$ cat src/rtl/fp_operand_issue.sv
// Issue stage in front of a non-pipelined FP adder: buffers operand pairs, resolves
// IEEE-754 special cases on a bypass path and issues normal pairs one at a time.
module fp_operand_issue #(
    parameter int FIFO_DEPTH    = 2,
    parameter int ADDER_LATENCY = 5
) (
    input  logic        Clock,
    input  logic        Reset_n,
    input  logic        InValid,
    output logic        InReady,
    input  logic [31:0] InA,
    input  logic [31:0] InB,
    output logic [31:0] AddendA,
    output logic [31:0] AddendB,
    output logic        Go,
    output logic        AdderResultValid,
    output logic        Busy,
    output logic        BypassValid,
    output logic [31:0] BypassResult,
    output logic        BypassZero,
    output logic        BypassInf,
    output logic        BypassNan
);

    localparam int PTR_W = $clog2(FIFO_DEPTH);
    localparam int CNT_W = $clog2(ADDER_LATENCY + 1);
    localparam logic [31:0] QNAN = 32'h7FC0_0000;

    typedef enum logic [0:0] {
        ST_IDLE = 1'b0,
        ST_WAIT = 1'b1
    } state_t;

    typedef struct packed {
        logic        special;
        logic [31:0] result;
        logic        zero;
        logic        inf;
        logic        nan;
    } bypass_t;

    function automatic logic is_nan(input logic [31:0] x);
        return (x[30:23] == 8'hFF) && (x[22:0] != 23'd0);
    endfunction

    function automatic logic is_inf(input logic [31:0] x);
        return (x[30:23] == 8'hFF) && (x[22:0] == 23'd0);
    endfunction

    // Denormals count as zero (flush-to-zero).
    function automatic logic is_zero(input logic [31:0] x);
        return (x[30:23] == 8'h00);
    endfunction

    function automatic bypass_t classify(input logic [31:0] a, input logic [31:0] b);
        bypass_t r;
        r = '0;
        if (is_nan(a) || is_nan(b)) begin
            r.special = 1'b1;
            r.result  = QNAN;
            r.nan     = 1'b1;
        end else if (is_inf(a) && is_inf(b) && (a[31] != b[31])) begin
            r.special = 1'b1;
            r.result  = QNAN;
            r.nan     = 1'b1;
        end else if (is_inf(a)) begin
            r.special = 1'b1;
            r.result  = a;
            r.inf     = 1'b1;
        end else if (is_inf(b)) begin
            r.special = 1'b1;
            r.result  = b;
            r.inf     = 1'b1;
        end else if (is_zero(a) && is_zero(b)) begin
            r.special = 1'b1;
            r.result  = {a[31] & b[31], 31'd0};
            r.zero    = 1'b1;
        end else if (is_zero(a)) begin
            r.special = 1'b1;
            r.result  = b;
        end else if (is_zero(b)) begin
            r.special = 1'b1;
            r.result  = a;
        end else begin
            r = '0;
        end
        return r;
    endfunction

    logic [31:0]  fifo_a_r [FIFO_DEPTH];
    logic [31:0]  fifo_b_r [FIFO_DEPTH];
    logic [PTR_W-1:0] wr_ptr_r;
    logic [PTR_W-1:0] rd_ptr_r;
    logic [PTR_W:0]   count_r;

    state_t           state_r;
    logic [CNT_W-1:0] cnt_r;
    logic [31:0]      addend_a_r;
    logic [31:0]      addend_b_r;
    logic             go_r;
    logic             arv_r;
    logic             busy_r;
    logic             bv_r;
    logic [31:0]      bres_r;
    logic             bzero_r;
    logic             binf_r;
    logic             bnan_r;

    logic    full_s;
    logic    empty_s;
    logic    push_s;
    logic    pop_s;
    bypass_t head_s;

    assign full_s  = (count_r == (PTR_W + 1)'(FIFO_DEPTH));
    assign empty_s = (count_r == (PTR_W + 1)'(0));
    assign push_s  = InValid && !full_s;
    assign pop_s   = (state_r == ST_IDLE) && !empty_s;
    assign head_s  = classify(fifo_a_r[rd_ptr_r], fifo_b_r[rd_ptr_r]);

    // Operand FIFO storage, pointers and occupancy.
    always_ff @(posedge Clock or negedge Reset_n) begin
        if (!Reset_n) begin
            for (int i = 0; i < FIFO_DEPTH; i++) begin
                fifo_a_r[i] <= 32'd0;
                fifo_b_r[i] <= 32'd0;
            end
            wr_ptr_r <= '0;
            rd_ptr_r <= '0;
            count_r  <= '0;
        end else begin
            if (push_s) begin
                fifo_a_r[wr_ptr_r] <= InA;
                fifo_b_r[wr_ptr_r] <= InB;
                wr_ptr_r           <= wr_ptr_r + PTR_W'(1);
            end
            if (pop_s) begin
                rd_ptr_r <= rd_ptr_r + PTR_W'(1);
            end
            case ({push_s, pop_s})
                2'b10:   count_r <= count_r + (PTR_W + 1)'(1);
                2'b01:   count_r <= count_r - (PTR_W + 1)'(1);
                default: count_r <= count_r;
            endcase
        end
    end

    // Issue FSM: bypass or issue the head in IDLE, count down the adder latency in WAIT.
    always_ff @(posedge Clock or negedge Reset_n) begin
        if (!Reset_n) begin
            state_r    <= ST_IDLE;
            cnt_r      <= '0;
            addend_a_r <= 32'd0;
            addend_b_r <= 32'd0;
            go_r       <= 1'b0;
            arv_r      <= 1'b0;
            busy_r     <= 1'b0;
            bv_r       <= 1'b0;
            bres_r     <= 32'd0;
            bzero_r    <= 1'b0;
            binf_r     <= 1'b0;
            bnan_r     <= 1'b0;
        end else begin
            go_r  <= 1'b0;
            arv_r <= 1'b0;
            bv_r  <= 1'b0;
            case (state_r)
                ST_IDLE: begin
                    if (pop_s) begin
                        if (head_s.special) begin
                            bv_r    <= 1'b1;
                            bres_r  <= head_s.result;
                            bzero_r <= head_s.zero;
                            binf_r  <= head_s.inf;
                            bnan_r  <= head_s.nan;
                        end else begin
                            addend_a_r <= fifo_a_r[rd_ptr_r];
                            addend_b_r <= fifo_b_r[rd_ptr_r];
                            go_r       <= 1'b1;
                            busy_r     <= 1'b1;
                            cnt_r      <= CNT_W'(ADDER_LATENCY);
                            state_r    <= ST_WAIT;
                        end
                    end
                end
                ST_WAIT: begin
                    // Leaving at cnt==1 puts AdderResultValid in cycle Go+ADDER_LATENCY.
                    if (cnt_r <= CNT_W'(1)) begin
                        cnt_r   <= '0;
                        arv_r   <= 1'b1;
                        busy_r  <= 1'b0;
                        state_r <= ST_IDLE;
                    end else begin
                        cnt_r <= cnt_r - CNT_W'(1);
                    end
                end
                default: begin
                    cnt_r   <= '0;
                    busy_r  <= 1'b0;
                    state_r <= ST_IDLE;
                end
            endcase
        end
    end

    assign InReady          = !full_s;
    assign AddendA          = addend_a_r;
    assign AddendB          = addend_b_r;
    assign Go               = go_r;
    assign AdderResultValid = arv_r;
    assign Busy             = busy_r;
    assign BypassValid      = bv_r;
    assign BypassResult     = bres_r;
    assign BypassZero       = bzero_r;
    assign BypassInf        = binf_r;
    assign BypassNan        = bnan_r;

endmodule

$ cat config.mk
export PLATFORM = sky130hd
export DESIGN_NAME = fp_operand_issue
export DESIGN_NICKNAME = d
export VERILOG_FILES = /design/src/rtl/fp_operand_issue.sv
export SDC_FILE = /design/constraint.sdc
export NUM_CORES = 1
export LEC_CHECK = 0
export CAP_MARGIN = 20
export CORE_UTILIZATION = 35
export DETAILED_ROUTE_END_ITERATION = 6
export GPL_TIMING_DRIVEN = 0
export PLACE_DENSITY = 0.66
export SYNTH_ARGS = -nofsm -noshare
export SYNTH_HDL_FRONTEND = slang
export SYNTH_SLANG_ARGS = --single-unit
export TNS_END_PERCENT = 20
$ cat constraint.sdc
create_clock -name Clock -period 3.9 [get_ports Clock]
set_input_delay 1.17 -clock Clock [delete_from_list [all_inputs] [get_ports Clock]]
set_output_delay 1.17 -clock Clock [all_outputs]
set_load 0.05 [all_outputs]
==> results of run 1 <==
==> logic make-up after synthesis <==
| family | count (synthesis) |
|---|---|
| AND/OR/NAND/NOR | 175 |
| flip-flops | 239 |
| buffers and inverters | 56 |
| adder cells (fa/ha/maj) | 4 |
| AO/OA/AOI/OAI | 140 |
| multiplexers | 199 |
| XOR/XNOR | 5 |
==> power breakdown <==
part | switching (µW) | internal, µW | leakage, µW
clock network | 982 | 1420 | 0.000405
logic | 3640 | 2320 | 0.00222
registers | 864 | 3640 | 0.00292
==> cell usage in the layout (no fill, tap or decap), types with 9 or more instances in the layout <==
master / n
mux2_2: 146
o21ai_0: 61
mux2i_1: 51
nor4_1: 21
o22a_1: 18
clkdlybuf4s50_1: 169
nor2_1: 24
nand4_1: 9
o21ai_1: 18
dfrtp_1: 239
nand2_1: 88
clkbuf_1: 40
clkbuf_16: 25
nand3_1: 9
==> how the worst max path moves through the flow <==
stage | end | depth (start not counted)
2_1_floorplan | BypassResult[29]$_DFFE_PN0P_ | 11
3_3_place_gp | AddendB[25]$_DFFE_PN0P_ | 1
3_5_place_dp | fifo_b_r[59]$_DFFE_PN0P_ | 5
4_1_cts | AddendA[23]$_DFFE_PN0P_ | 10
5_1_grt | BypassResult[13]$_DFFE_PN0P_ | 12
6_report | AddendA[23]$_DFFE_PN0P_ | 10
==> state kept, by name, indices dropped and copies added (netlist names) <==
register	flops
fifo_a_r	64
AddendA	32
rd_ptr_r	1
Go	1
BypassNan	1
state_r	1
wr_ptr_r	1
AdderResultValid	1
count_r	2
AddendB	32
BypassResult	32
fifo_b_r	64
BypassInf	1
cnt_r	3
BypassValid	1
BypassZero	1
Busy	1
==> stage by stage <==
step / setup TNS (ps) / util, %
2_1_floorplan: 0 / -
3_3_place_gp: -2014690 / 43.27
3_5_place_dp: 0 / 43.48
4_1_cts: 0 / 46.33
5_1_grt: 0 / 46.33
6_report: 0 / 46.33
==> cell type report <==
| class | count | area, µm² | share of cell area [%] |
|---|---|---|---|
| inverter | 8 | 30.03 | 0.2258 |
| clock buffer | 34 | 679.4 | 5.109 |
| multi-input combinational | 523 | 3991 | 30.01 |
| buffer | 48 | 236.5 | 1.778 |
| tap | 384 | 480.5 | 3.613 |
| clock inverter | 11 | 137.6 | 1.035 |
| timing repair buffer | 172 | 1762 | 13.25 |
| sequential | 239 | 5981 | 44.98 |
==> per-layer routing <==
layer,up-vias,track usage [%]
li1,3348,-
met2,196,33.18
met3,37,3.254
met1,3750,27.39
met4,0,5.347
met5,-,0
==> critical path, cell delays in order (launching register included) <==
cell and delay (ps):
dfrtp_1 340, buf_6 170, mux2_2 420, nand4_1 130, a21oi_1 120, nor4_1 670
nand2_1 240, clkbuf_1 310, inv_1 180, buf_2 270, mux2_2 370
==> metrics.cfg, run 1 <==
[logic_synthesis]
synthTopCellsByCount=dfrtp_1 (239), mux2_2 (146), nand2_1 (88)
synthTopCellsByArea=dfrtp_1 (58%), mux2_2 (16%), mux2i_1 (5.0%), nand2_1 (3.2%), o21ai_0 (3.0%)
yosysUniqueCellTypes=48
synth_top_area_share_pct=58.41
synth-seq-area-share_pct=58.41
synthArstFlopShare_pct=100.0
synth_edf_count=0
syn_inst=818
synth_nets=889
ys.flop_type=dfrtp_1
synth_top_family_by_area=multiplexers
synth-simple-area-share_pct=7.833
yosys.cell_count.top_type=dfrtp_1
netlist_area_um2=10240
synthMuxAreaShare_pct=21.48
synth_warnings=0
yosysTopAreaCell=dfrtp_1
synth_fa_ha_area_share_pct=0.4888
syn_avg_cell_area_um2=12.52
synth-compound-area-share_pct=8.750
synth-seq-cells=239
synthXorXnorAreaFrac_pct=0.4277

[detailed_routing]
dr.max_layer_used=met4
ant_nets=0
wl_per_cell_um=21.12
met1Wirelength_mm=13.43
totalWireLength_mm=29.97
dr.pass1.iters=5
met2_length_mm=14.30
dr_wl_met3_mm=1.594
num_vias=7331
route.detailed.drc=0
viasPerCell=5.166
first_iter_violations=400

[die]
boundaryPins=171
initial_core_util_pct=35.67
die_y_um=173.0
rows=62
die_w_um=173.0
core_area_um2=28700
dieArea_um2=29940

[setup_path]
worst_ep_arrival_time_ps=3760
critPathKind=reg2reg
startpoint=rd_ptr_r$_DFFE_PN0P_
critPathLaunchType=flop
r2r_setup_slack_ps=550
crit_required_ps=4310
timing.rr.end=AddendA[23]$_DFFE_PN0P_
end_kind=flop
r2r.worst_path.cells=10
rr_startpoint=rd_ptr_r$_DFFE_PN0P_
path_max_fanout=10

[timing]
skew_ps=19.59
worst_pin_slew_ps=1070
setup_viol=0
setup_ws_ps=545.5
whs_ps=475.5
max_freq_ghz=0.2981
slew_violations=0
finalCriticalPeriod_ps=3354
timing.final.crit_share_pct=86.01
rsz0062_at_grt=no
hold_viol=0
slew_headroom_pct=28.38

[clock_tree]
h-tree-depth=1
hold_buffers=0
clock_latency_ps=530
clock-sinks=239
cts_setup_buffers=0
ctsResizeCount=0
path_clk_slew_ps=60
cts_buffer_depth=3
cts_tree=built
numCtsBuffers=25
cts_root_buffer=clkbuf_16

[global_routing]
grt_pass1_wl_mm=45.75
grt_pass1_vias=7628
antenna_found_initial=0
grt.overflow.total=0
grt_max_degree=109
grt_usage_pct=20.08

[placement]
post_dp_cell_area_um2=12480
dp_hpwl_mm=22.65
portBuffers=170
place.gp.congestion=0.8453
placedCellCount=1374
place_ws_ps=53.21

[min_path]
whs_path_depth=2
hp-start=AddendB[18]$_DFFE_PN0P_
hold_class=reg2reg
hold_end=AddendB[18]$_DFFE_PN0P_

[layout]
antenna_cells=0
drive_above_1_share_pct=20.00
nNetsFinal=1088
fillers=2622
fin_area_um2=13300
syn2layout_area_growth_pct=29.88
layoutNonFillerInstCount=1419

[pwr]
total_power_uw=12880
peakVddDrop_mv=0.4274
p_leak_uw=0.005537
p_per_area_nw_per_um2=968.4

[flow_run]
drv_cap=0

[status]
status=completed

No activity file was read; power rests on OpenSTA's default activity.
==> run 2: changes to the inputs <==
Settings changed: ABC_AREA set to 1.
==> run 2 against run 1 <==
Fmax up 1.5%. Sequential power down 5.3%. First-iteration DRC count up 130%. Worst setup slack better by 50 ps. Total power up 10%. Worst hold slack better by 3.9 ps. Sequential cell count unchanged. Critical path depth up 3. Routed wire length up 17%. Synthesized area up 6.0%.
==> metrics.cfg, run 2 <==
[setup_path]
critPathLaunchType=flop
slowest_delay_ps=570
critPathSlowestCell=o21ai_0
worst_ep_arrival_time_ps=3690
critPathKind=reg2reg
path_cells=buf_6, buf_2, o21ai_0, nand2_1, nor2_1, nand2_1, nor2_1, nand3_1, nand3_2, nor2_4, nand2_4, clkbuf_1, o21ai_1
crit_required_ps=4290
timing.rr.end=AddendB[22]$_DFFE_PN0P_
r2r.worst_path.cells=13
path_max_fanout=10
end_kind=flop
r2r_setup_slack_ps=600
rr_startpoint=rd_ptr_r$_DFFE_PN0P_
worst-path-buf-inv=3
path_delay_family=simple AND/OR/NAND/NOR gates

[logic_synthesis]
synth_top_area_share_pct=55.09
yosysUniqueCellTypes=30
syn_inst=1351
synth_edf_count=0
yosys.cell_count.top_type=nand2_1
syn_avg_cell_area_um2=8.036
synth_nets=1422
synthTopCellsByArea=dfrtp_1 (55%), nand2_1 (17%), o21ai_0 (9.0%), inv_1 (5.0%), o21ai_1 (2.7%)
synth_warnings=0
synthArstFlopShare_pct=100.0
synth-seq-area-share_pct=55.09
netlist_area_um2=10860
synth-seq-cells=239
ys.flop_type=dfrtp_1
yosysTopAreaCell=dfrtp_1
synthTopCellsByCount=nand2_1 (501), dfrtp_1 (239), o21ai_0 (196)

[detailed_routing]
first_iter_violations=938
viasPerCell=4.961
num_vias=9744
route.detailed.drc=0
wl_per_cell_um=17.82
totalWireLength_mm=35.00
dr.pass1.iters=6
ant_nets=0

[layout]
nNetsFinal=1621
fillers=3021
drive_above_1_share_pct=5.931
final_common_cell=nand2_1
antenna_cells=0
layout_common_cells=nand2_1 (501), dfrtp_1 (239), o21ai_0 (196)
syn2layout_area_growth_pct=28.49
largestRegisters=fifo_a_r: 64 flops, fifo_b_r: 64 flops

[pwr]
combPwrFrac_pct=52.3
internal_power_uw=7361
p_leak_uw=0.006802
clkPwrFrac_pct=17.6
swShare_pct=48.12
p_seq_share_pct=30.1
p_sw_uw=6828
p_per_area_nw_per_um2=1017
peakVddDrop_mv=0.4351

[die]
initial_core_util_pct=35.49
boundaryPins=171
die_y_um=178.1
core_area_um2=30590
rows=64
dieArea_um2=31730
die_w_um=178.1

[clock_tree]
cts_tree=built
h-tree-depth=1
numCtsBuffers=26
ctsResizeCount=0
cts_root_buffer=clkbuf_16
clock-sinks=239
cts_setup_buffers=0
cts_buffer_depth=3
hold_buffers=0
path_clk_slew_ps=60
clock_latency_ps=530

[timing]
skew_ps=7.260
whs_ps=479.4
slew_violations=0
hold_viol=0
rsz0062_at_grt=no
slew_headroom_pct=38.20
setup_viol=0
finalCriticalPeriod_ps=3304
worst_pin_slew_ps=927.0
setup_ws_ps=596.0
timing.final.crit_share_pct=84.72
max_freq_ghz=0.3027

[min_path]
whs_path_depth=2
hold_class=reg2reg
hold_end=fifo_a_r[44]$_DFFE_PN0P_
hp-start=fifo_a_r[44]$_DFFE_PN0P_

[placement]
place.gp.congestion=0.9165
dp_hpwl_mm=25.64
portBuffers=170
place_ws_ps=634.3

[global_routing]
grt_pass1_vias=9145
grt_pass1_wl_mm=53.31
grt_usage_pct=22.32
antenna_found_initial=0
grt.overflow.total=0
grt_max_degree=121

[status]
status=completed

[flow_run]
drv_cap=0

==> run 2: changes by cell type after synthesis, moves of 14 or more <==
cell     change
nand2_1    +413
mux2i_1     -51
o21ai_1     +40
mux2_2     -146
inv_1      +136
o22a_1      -18
nand3_1     +14
o21ai_0    +135
nor2_1      +16
nor4_1      -21
==> run 2: layer usage <==
layer	vias to the layer above	track usage, %	share of wire (%)
met5	-	0	0
met4	0	6.695	2.5
met3	60	3.943	7.3
met2	363	34.94	46
met1	4677	31.44	45
li1	4644	-	-
==> run 2: worst max path at each step <==
stage / start / endpoint / cells after the start
finish: rd_ptr_r$_DFFE_PN0P_ / AddendB[22]$_DFFE_PN0P_ / 13
global route: rd_ptr_r$_DFFE_PN0P_ / AddendB[26]$_DFFE_PN0P_ / 13
CTS: rd_ptr_r$_DFFE_PN0P_ / AddendB[22]$_DFFE_PN0P_ / 13
detailed placement: InValid / fifo_b_r[51]$_DFFE_PN0P_ / 6
global placement: Reset_n / fifo_a_r[41]$_DFFE_PN0P_ / 1
floorplan: rd_ptr_r$_DFFE_PN0P_ / AddendB[17]$_DFFE_PN0P_ / 15
==> run 2: worst reg2reg max path: stages (launching register included) <==
cell      delay (ps)
dfrtp_1          380
buf_6            140
buf_2            230
o21ai_0          570
nand2_1          110
nor2_1           100
nand2_1           50
nor2_1           260
nand3_1          270
nand3_2          180
nor2_4            60
nand2_4          140
clkbuf_1         540
o21ai_1          130
==> run 2: power groups by stage <==
stage	clock [µW]	sequential [µW]	combinational [µW]
4_1_cts	2540	4260	7380
2_1_floorplan	0	5600	3370
3_3_place_gp	0	4280	7250
6_report	2500	4270	7420
3_5_place_dp	0	4290	7350
5_1_grt	2630	4390	8050
==> run 2: layout make-up <==
class,instances,area (µm²),share of cell area [%]
buffer,74,406.6,2.915
inverter,148,555.5,3.982
clock inverter,5,75.07,0.5382
clock buffer,41,788.3,5.651
multi-input combinational,890,3914,28.06
tap,396,495.5,3.552
sequential,239,5981,42.87
timing repair buffer,171,1734,12.43
==> run 2: cells by family after synthesis <==
kind of cell	after synthesis	synth area share, %
AOI/OAI and AO/OA	267	12.54
xor gates and xnor gates	4	0.3228
adders and majority gates	4	0.4610
buffers and inverters	222	8.863
DFF	239	55.09
and+or+nand+nor	615	22.73
==> run 2: metrics by stage <==
step	cells	setup TNS, ps	total power (µW)	util (%)	instance area [µm²]
after CTS	1964	0	14180	45.60	13950
final	1964	0	14190	45.60	13950
after floorplan	1351	0	8965	-	10860
after detailed placement	1918	0	11640	42.78	13090
after global placement	1917	-1976370	11530	42.67	13050
after global routing	1964	0	15070	45.60	13950
